### config.mk
export PLATFORM = sky130hd
export DESIGN_NAME = ncs_input_conditioner_flat
export DESIGN_NICKNAME = d
export VERILOG_FILES = /design/src/rtl/ncs_input_conditioner_if.sv /design/src/rtl/ncs_input_conditioner.sv /design/src/flat_wrapper.sv
export SDC_FILE = /design/constraint.sdc
export NUM_CORES = 1
export LEC_CHECK = 0
export BUFFER_PORTS_ARGS = -buffer_cell sky130_fd_sc_hd__clkbuf_2
export CORE_MARGIN = 2
export CORE_UTILIZATION = 56
export DETAILED_ROUTE_END_ITERATION = 8
export MAX_ROUTING_LAYER = met4
export PLACE_DENSITY_LB_ADDON = 0.1
export SETUP_SLACK_MARGIN = 0.2
export SLEW_MARGIN = 10
export SYNTH_ARGS = -nofsm -noshare
export SYNTH_HDL_FRONTEND = slang
export SYNTH_SLANG_ARGS = --single-unit
### constraint.sdc
create_clock -name clk -period 4.6 [get_ports clk]
set_clock_uncertainty 0.1 [all_clocks]
set_input_delay 0.46 -clock clk [delete_from_list [all_inputs] [get_ports clk]]
set_output_delay 0.46 -clock clk [all_outputs]
set_load 0.03 [all_outputs]
### src/rtl/ncs_input_conditioner_if.sv
`default_nettype none
// ============================================================================
// Module   : ncs_input_conditioner_if
// Brief    : Sample in/out handshake bundle for the input conditioner.
// Revision : 1.0 - initial release
// ============================================================================
interface ncs_input_conditioner_if;
  logic        in_valid;
  logic [15:0] in_data;
  logic        in_ready;
  logic [15:0] out_data;
  logic        out_valid;
  logic        out_ready;

  modport master (
    output in_valid, in_data, out_ready,
    input  in_ready, out_data, out_valid
  );

  modport slave (
    input  in_valid, in_data, out_ready,
    output in_ready, out_data, out_valid
  );
endinterface
`default_nettype wire

### src/rtl/ncs_input_conditioner.sv
`default_nettype none
// ============================================================================
// Module   : ncs_input_conditioner
// Brief    : Input FIFO, 16-sample DC calibration, then DC removal with
//            slow tracking and saturating output.
// Revision : 1.0 - initial release
// ============================================================================
module ncs_input_conditioner #(
  parameter int DEPTH       = 4,
  parameter int TRACK_SHIFT = 6
) (
  input  logic                    clk,
  input  logic                    rst,
  ncs_input_conditioner_if.slave  bus,
  output logic [1:0]              state,
  output logic                    sat_flag
);

  localparam int c_aw = (DEPTH > 1) ? $clog2(DEPTH) : 1;
  localparam int c_cw = $clog2(DEPTH + 1);
  localparam logic [c_cw-1:0] c_full    = c_cw'(DEPTH);
  localparam logic [c_aw-1:0] c_ptr_one = c_aw'(1);
  localparam logic [c_cw-1:0] c_cnt_one = c_cw'(1);

  localparam logic [1:0] c_idle  = 2'b00;
  localparam logic [1:0] c_calib = 2'b01;
  localparam logic [1:0] c_run   = 2'b10;

  logic [15:0]      r_mem [DEPTH];
  logic [c_aw-1:0]  r_wr_ptr;
  logic [c_aw-1:0]  r_rd_ptr;
  logic [c_cw-1:0]  r_count;
  logic             r_live;
  logic [1:0]       r_state;
  logic [19:0]      r_acc;
  logic [3:0]       r_cal_cnt;
  logic [15:0]      r_dc;
  logic [15:0]      r_out_data;
  logic             r_out_valid;
  logic             r_sat;

  logic               w_in_ready;
  logic               w_empty;
  logic               w_push;
  logic               w_pop;
  logic [15:0]        w_sample;
  logic [19:0]        w_acc_next;
  logic signed [16:0] w_diff;
  logic signed [16:0] w_dc_next;
  logic               w_pos_ovf;
  logic               w_neg_ovf;
  logic [15:0]        w_sat_data;
  logic               w_unused;

  // r_live keeps in_ready low for the whole reset and releases it one edge later
  assign w_in_ready = r_live && (r_count < c_full);
  assign w_empty    = (r_count == '0);
  assign w_push     = bus.in_valid && w_in_ready;
  assign w_sample   = r_mem[r_rd_ptr];

  always_comb begin
    w_pop = 1'b0;
    case (r_state)
      c_calib: w_pop = !w_empty;
      c_run:   w_pop = !w_empty && (!r_out_valid || bus.out_ready);
      default: w_pop = 1'b0;
    endcase
  end

  assign w_acc_next = r_acc + {{4{w_sample[15]}}, w_sample};

  // Both the output and the tracking step use the pre-update dc
  assign w_diff    = $signed({w_sample[15], w_sample}) - $signed({r_dc[15], r_dc});
  assign w_dc_next = $signed({r_dc[15], r_dc}) + (w_diff >>> TRACK_SHIFT);

  assign w_pos_ovf  = !w_diff[16] &&  w_diff[15];
  assign w_neg_ovf  =  w_diff[16] && !w_diff[15];
  assign w_sat_data = w_pos_ovf ? 16'h7FFF :
                      w_neg_ovf ? 16'h8000 : w_diff[15:0];

  assign w_unused = ^{w_dc_next[16], w_acc_next[3:0]};

  always_ff @(posedge clk) begin
    if (rst && w_push) begin
      r_mem[r_wr_ptr] <= bus.in_data;
    end
  end

  always_ff @(posedge clk) begin
    if (!rst) begin
      r_wr_ptr    <= '0;
      r_rd_ptr    <= '0;
      r_count     <= '0;
      r_live      <= 1'b0;
      r_state     <= c_idle;
      r_acc       <= '0;
      r_cal_cnt   <= '0;
      r_dc        <= '0;
      r_out_data  <= '0;
      r_out_valid <= 1'b0;
      r_sat       <= 1'b0;
    end else begin
      r_live <= 1'b1;

      if (w_push) r_wr_ptr <= r_wr_ptr + c_ptr_one;
      if (w_pop)  r_rd_ptr <= r_rd_ptr + c_ptr_one;
      case ({w_push, w_pop})
        2'b10:   r_count <= r_count + c_cnt_one;
        2'b01:   r_count <= r_count - c_cnt_one;
        default: r_count <= r_count;
      endcase

      case (r_state)
        c_idle: begin
          if (!w_empty) r_state <= c_calib;
        end
        c_calib: begin
          if (w_pop) begin
            r_acc     <= w_acc_next;
            r_cal_cnt <= r_cal_cnt + 4'd1;
            if (r_cal_cnt == 4'd15) begin
              r_dc    <= w_acc_next[19:4];
              r_state <= c_run;
            end
          end
        end
        c_run: begin
          if (w_pop) begin
            r_out_data  <= w_sat_data;
            r_out_valid <= 1'b1;
            r_dc        <= w_dc_next[15:0];
            if (w_pos_ovf || w_neg_ovf) r_sat <= 1'b1;
          end else if (bus.out_ready) begin
            r_out_valid <= 1'b0;
          end
        end
        default: r_state <= c_idle;
      endcase
    end
  end

  assign bus.in_ready  = w_in_ready;
  assign bus.out_data  = r_out_data;
  assign bus.out_valid = r_out_valid;
  assign state         = r_state;
  assign sat_flag      = r_sat;

endmodule
`default_nettype wire

### src/flat_wrapper.sv
// flat-port wrapper written by rule: the top's interface ports become plain ports
module ncs_input_conditioner_flat 
#(
  parameter int DEPTH       = 4,
  parameter int TRACK_SHIFT = 6
)
  (clk, rst, state, sat_flag, bus_in_valid, bus_in_data, bus_out_ready, bus_in_ready, bus_out_data, bus_out_valid);
  ncs_input_conditioner_if bus_i ();
  input  logic clk;
  input  logic rst;
  output logic [1:0] state;
  output logic sat_flag;
  input wire logic [$bits(bus_i.in_valid)-1:0] bus_in_valid;
  input wire logic [$bits(bus_i.in_data)-1:0] bus_in_data;
  input wire logic [$bits(bus_i.out_ready)-1:0] bus_out_ready;
  output wire logic [$bits(bus_i.in_ready)-1:0] bus_in_ready;
  output wire logic [$bits(bus_i.out_data)-1:0] bus_out_data;
  output wire logic [$bits(bus_i.out_valid)-1:0] bus_out_valid;
  assign bus_i.in_valid = bus_in_valid;
  assign bus_i.in_data = bus_in_data;
  assign bus_i.out_ready = bus_out_ready;
  assign bus_in_ready = bus_i.in_ready;
  assign bus_out_data = bus_i.out_data;
  assign bus_out_valid = bus_i.out_valid;
  ncs_input_conditioner #(.DEPTH(DEPTH), .TRACK_SHIFT(TRACK_SHIFT)) u_core (.clk(clk), .rst(rst), .bus(bus_i), .state(state), .sat_flag(sat_flag));
endmodule
# After elaboration in Yosys (flattened, before gate mapping)
# Memory sizes are Yosys's and may differ from the RTL's. A register that Yosys moved wholly into a read port is not among the register bits.
# Cells that the tools add are included.
# word_totals
memories	1
input_bits	20
word_cells	73
reg_bits	68
ram_bits	64
output_inout_bits	21
# mem_list
memory	depth	word_bits	read_ports	rd_ports_with_merged_regs	write_ports	line	source
u_core.r_mem	4	16	1	1	1	ncs_input_conditioner.sv:29	logic [15:0] r_mem [DEPTH];
# classes
addsub	8
n_eq_ne	9
n_mux	19
bitwise	1
magnitude_cmp	1
reduce_logical	23
# ops
op	n
16-bit 2-to-1 mux	5
16-bit case mux with 2 select lines	1
20-bit adder	1
16-bit by 16-bit subtractor with 17-bit output	1
16-bit by 11-bit adder with 16-bit output	1
2-bit 2-to-1 mux	5
4-bit AND reduction	2
1-bit logical AND	6
2-bit by 1-bit != test with 1-bit output, second input constant	3
2-bit case mux with 3 select lines	1
3-bit case mux with 2 select lines	1
2-bit AND reduction	3
2-bit nonzero test	3
1-bit 2-to-1 mux	5
2-bit by 1-bit adder with 2-bit output, second input constant	2
4-bit by 1-bit adder with 4-bit output, second input constant	1
2-bit by 1-bit == test with 1-bit output, second input constant	2
2-bit == test, second input constant	2
4-bit == test, second input constant	1
1-bit logical NOT	4
3-bit by 1-bit adder with 3-bit output, second input constant	1
3-bit logical NOT	1
3-bit less-than comparator, second input constant	1
3-bit AND reduction	1
other kinds (6)	7

# Depth between registers and ports, before layout
# depth
depth_word	6
depth_mapped	21
ltp_nobuf	20

# Worst setup path after synthesis
# OpenSTA, ideal clock, no wires.
# synth_path
path_kind	register to register
from	register (tool-made name)
to	register u_core.r_dc[15]
period_less_slack_ns	4.654
setup_slack_ns	-0.054
arrival_ns	4.435
required_ns	4.380
n_path_buf	2
stages_incl_launch_ff	19
setup_time_ns	0.120
cell_sequence	dfxtp_1 -> buf_2 -> buf_2 -> mux4_2 -> ha_1 -> or3_4 -> nand4b_1 -> a31oi_1 -> o21ai_1 -> o211ai_1 -> nand3b_1 -> xor2_1 -> ha_1 -> nand2_1 -> o31a_1 -> o21ai_1 -> xnor2_2 -> mux2i_1 -> o31a_1
# synth_rtl
element	line	source
end signal: assignment	ncs_input_conditioner.sv:122	r_dc <= w_acc_next[19:4];
end signal: assignment	ncs_input_conditioner.sv:131	r_dc <= w_dc_next[15:0];
end: declaration	ncs_input_conditioner.sv:37	logic [15:0] r_dc;

==> metrics.txt <==
drt pass-1 iters 7; wl on met1 ~8100 um; transition time of the tightest slew-check pin roughly 1000 ps; port buffer count 40; EDFF count, synth 64; element type at the critical path end flip-flop; CTS tree built; Core Region 13,300 sq um; Finished Layout Cells roughly 1,000; Root Driver clkbuf_16; status completed; total die area about 15,000 sq um; CP required between 4000 and 5000 ps; initial core utilization approximately 58%; n_diodes 0; multi-input logic area 4320 sq um; total track usage 27.4%; DR WL/cell around 18 um; pwr/cell area between 500 and 600 nW/um^2; capturing point of the worst reg2reg path u_core.r_dc[12]; clock-pin slew on the worst setup and hold paths around 60 ps; Commonest cells post-synth nor2_1 (77), dfxtp_1 (70), ha_1 (67); startpoint types flip-flop; Hold Fails Final Rpt 0; overall die height 121 um; Worst Hold End u_core.r_mem[3][14]; min Tclk post-route between 4000 and 5000 ps; Crit-path slowest cell mux4_2; Routed Antenna Nets 0; initial drt markers 480; Synth Area in Compound Gates around 17%; vias in the first global route 6,071; met2 WL 9120 um; fin nets 935; PnR worst setup slack roughly 180 ps; Hold Path Class input pin to flip-flop; post-synth cell types 67; largest net degree at the start of global routing 32; Tcrit/Tclk final 96.1%; R2R Setup Slk 180 ps; Syn. warnings 0; unrepaired setup endpoints after global routing yes; top cell type's share of synthesized area between 20% and 30%; Final Setup Violations 0; antenna violations before repair 0; Post-Synth Adder-Cell Area 11.9%; total grt overflow 0; synthesized area per cell 10.0 sq um; chip width ~120 um; worst hold path depth 1; FP Rows 42; Slew Viols, Final 0; DP Cell Count ~980; synthesized instance count 770; via count 6,126; max_cap viols 0; cell with the most instances after synthesis nor2_1; Vias/cell 5.93; sequential area share after synthesis 43.1%; Simple-Gate Fraction of Synth Area roughly 14%; Arrival @ worst endpoint around 4700 ps; synthesis-stage register bit count ~130; XOR/XNOR Fraction of Synth Area 5.10%; drt drc 0; largest family of logic cells by synthesized area compound AO/OA/AOI/OAI gates; Reg2Reg Depth 22; cell accounting for the most synthesized area edfxtp_1; I/O pins 41; Hold Crit Start bus_in_data[14]; static leakage about 3.6 nW; Syn Nets about 860; total wire length ~19,000 um; Skew-Pair Late Insertion Delay approximately 420 ps; Max VDD drop 0.352 mV; # fillers around 1,000; pre-CTS setup slack -77.2 ps; hpwl dp approximately 14,000 um; mux contribution to synthesized area 5.86%; GPL Wtd Cong 0.897; crit-path max cell delay 520 ps; TritonCTS buffer count 17; clock sinks 134; Max Freq ~230 MHz; Slew HR about a third; CP Class flip-flop to flip-flop; first-pass GRT wire length 30,100 um; CTS max path bufs 2; CP max FO 3; CP Cell Sequence mux4_2 -> inv_2 -> ha_4 -> inv_2 -> fa_2 -> a211o_1 -> buf_6 -> a21oi_4 -> nor2_1 -> nor2_1 -> xnor2_1 -> ha_1 -> buf_4 -> buf_4 -> a21o_1 -> a21oi_2 -> o21a_1 -> o211ai_1 -> o21ai_1 -> xnor2_1 -> mux2i_1 -> a31oi_1; post-synthesis async set-or-reset flop share 0%; Top FF cell, synth dfxtp_1; Area contributors post-synth edfxtp_1 (25%), dfxtp_1 (18%), ha_1 (11%); DR top layer met4; met3 WL about 810 um; # H-tree levels 4; layout cells sized above 1 a little over a fifth; Hold WS 158 ps; cell area after synthesis just under 8000 sq um; flip-flop and latch area roughly 3300 sq um; Syn-to-layout area delta 18.7%
timing repair:
item,4_1_cts,5_1_grt
hold buffers,0,0
endpoints found under the setup margin,9,12
gates cloned,0,0
pin swaps,21,44
buffers inserted,11,12
resized for setup,23,18
flip-flops by register name, indices dropped and copies added, names as in the netlist, named ones only:
register,count
u_core.r_live,1
u_core.r_acc,20
u_core.r_cal_cnt,4
u_core.sat_flag,1
u_core.r_mem,64
u_core.state,2
u_core.r_wr_ptr,2
u_core.r_rd_ptr,2
u_core.bus.out_data,16
u_core.r_count,3
u_core.r_dc,16
u_core.bus.out_valid,1
placed cells by master (no fill, tap or decap), drive strengths merged, types with 8 or more instances in the layout:
master,n
nor2,77
dfxtp,70
ha,67
nand2,65
edfxtp,64
a21oi,63
clkbuf,58
o21ai,48
inv,45
buf,44
xnor2,26
xor2,18
o21a,17
nand3,17
mux4,16
nor3,16
a211oi,14
nand2b,11
o211ai,10
a31oi,9
nor2b,8
mux2i,8
or3,8
cell families after synthesis:
logic type / count (synthesis)
xor+xnor: 44
mux: 25
flops: 134
buf+inv: 69
fa+ha+maj: 71
simple gates: 227
compound gates: 200
routing by layer:
metal  global-route usage [%]  up-vias
li1                         -     2949
met1                     34.2     2961
met2                     44.2      173
met3                     5.12       43
met4                     11.0        0
met5                        -        -
metrics by stage:
stage               instance area [sq um]  TNS (ps)  util [%]  total power, W
finish                               9150         0      68.5         0.00537
floorplan                            7730         0         -         0.00303
global placement                     8190     -12.8      61.3         0.00355
detailed placement                   8190      -167      61.3         0.00360
CTS                                  8970         0      67.2         0.00513
global route                         9150         0      68.5         0.00567
critical path, delay by kind of cell, from the launching register on:
| family | cells | cell delay (ps) |
|---|---|---|
| AND/OR/NAND/NOR | 2 | 190 |
| flip-flops | 1 | 360 |
| multiplexers | 2 | 610 |
| adder cells (fa/ha/maj) | 3 | 750 |
| buffers and inverters | 5 | 540 |
| XOR/XNOR | 2 | 310 |
| AO/OA/AOI/OAI | 8 | 1490 |
how the worst max path moves through the flow:
stage                    from         endpoint  cells after the start
floorplan           flip-flop  u_core.r_dc[15]                     18
global placement    flip-flop  u_core.r_dc[15]                     17
detailed placement  flip-flop  u_core.r_dc[15]                     17
CTS                 flip-flop  u_core.r_dc[15]                     19
global route        flip-flop  u_core.r_dc[15]                     18
finish              flip-flop  u_core.r_dc[12]                     22
report_power, final:
group	switching, W	internal (W)	total, W
Combinational	0.00145	0.00119	0.00263
Clock	0.000544	0.000756	0.00130
Sequential	0.0000999	0.00134	0.00144
Total	0.00209	0.00328	0.00537
area by class of cell:
| class | instances | share of cell area [%] |
|---|---|---|
| Clock buffer | 18 | 4.69 |
| Clock inverter | 14 | 1.55 |
| Inverter | 40 | 1.68 |
| Multi-Input combinational cell | 567 | 47.2 |
| Sequential cell | 134 | 36.4 |
| Tap cell | 176 | 2.41 |
| Timing Repair Buffer | 84 | 6.06 |
Power figures use the tool's default switching activity.
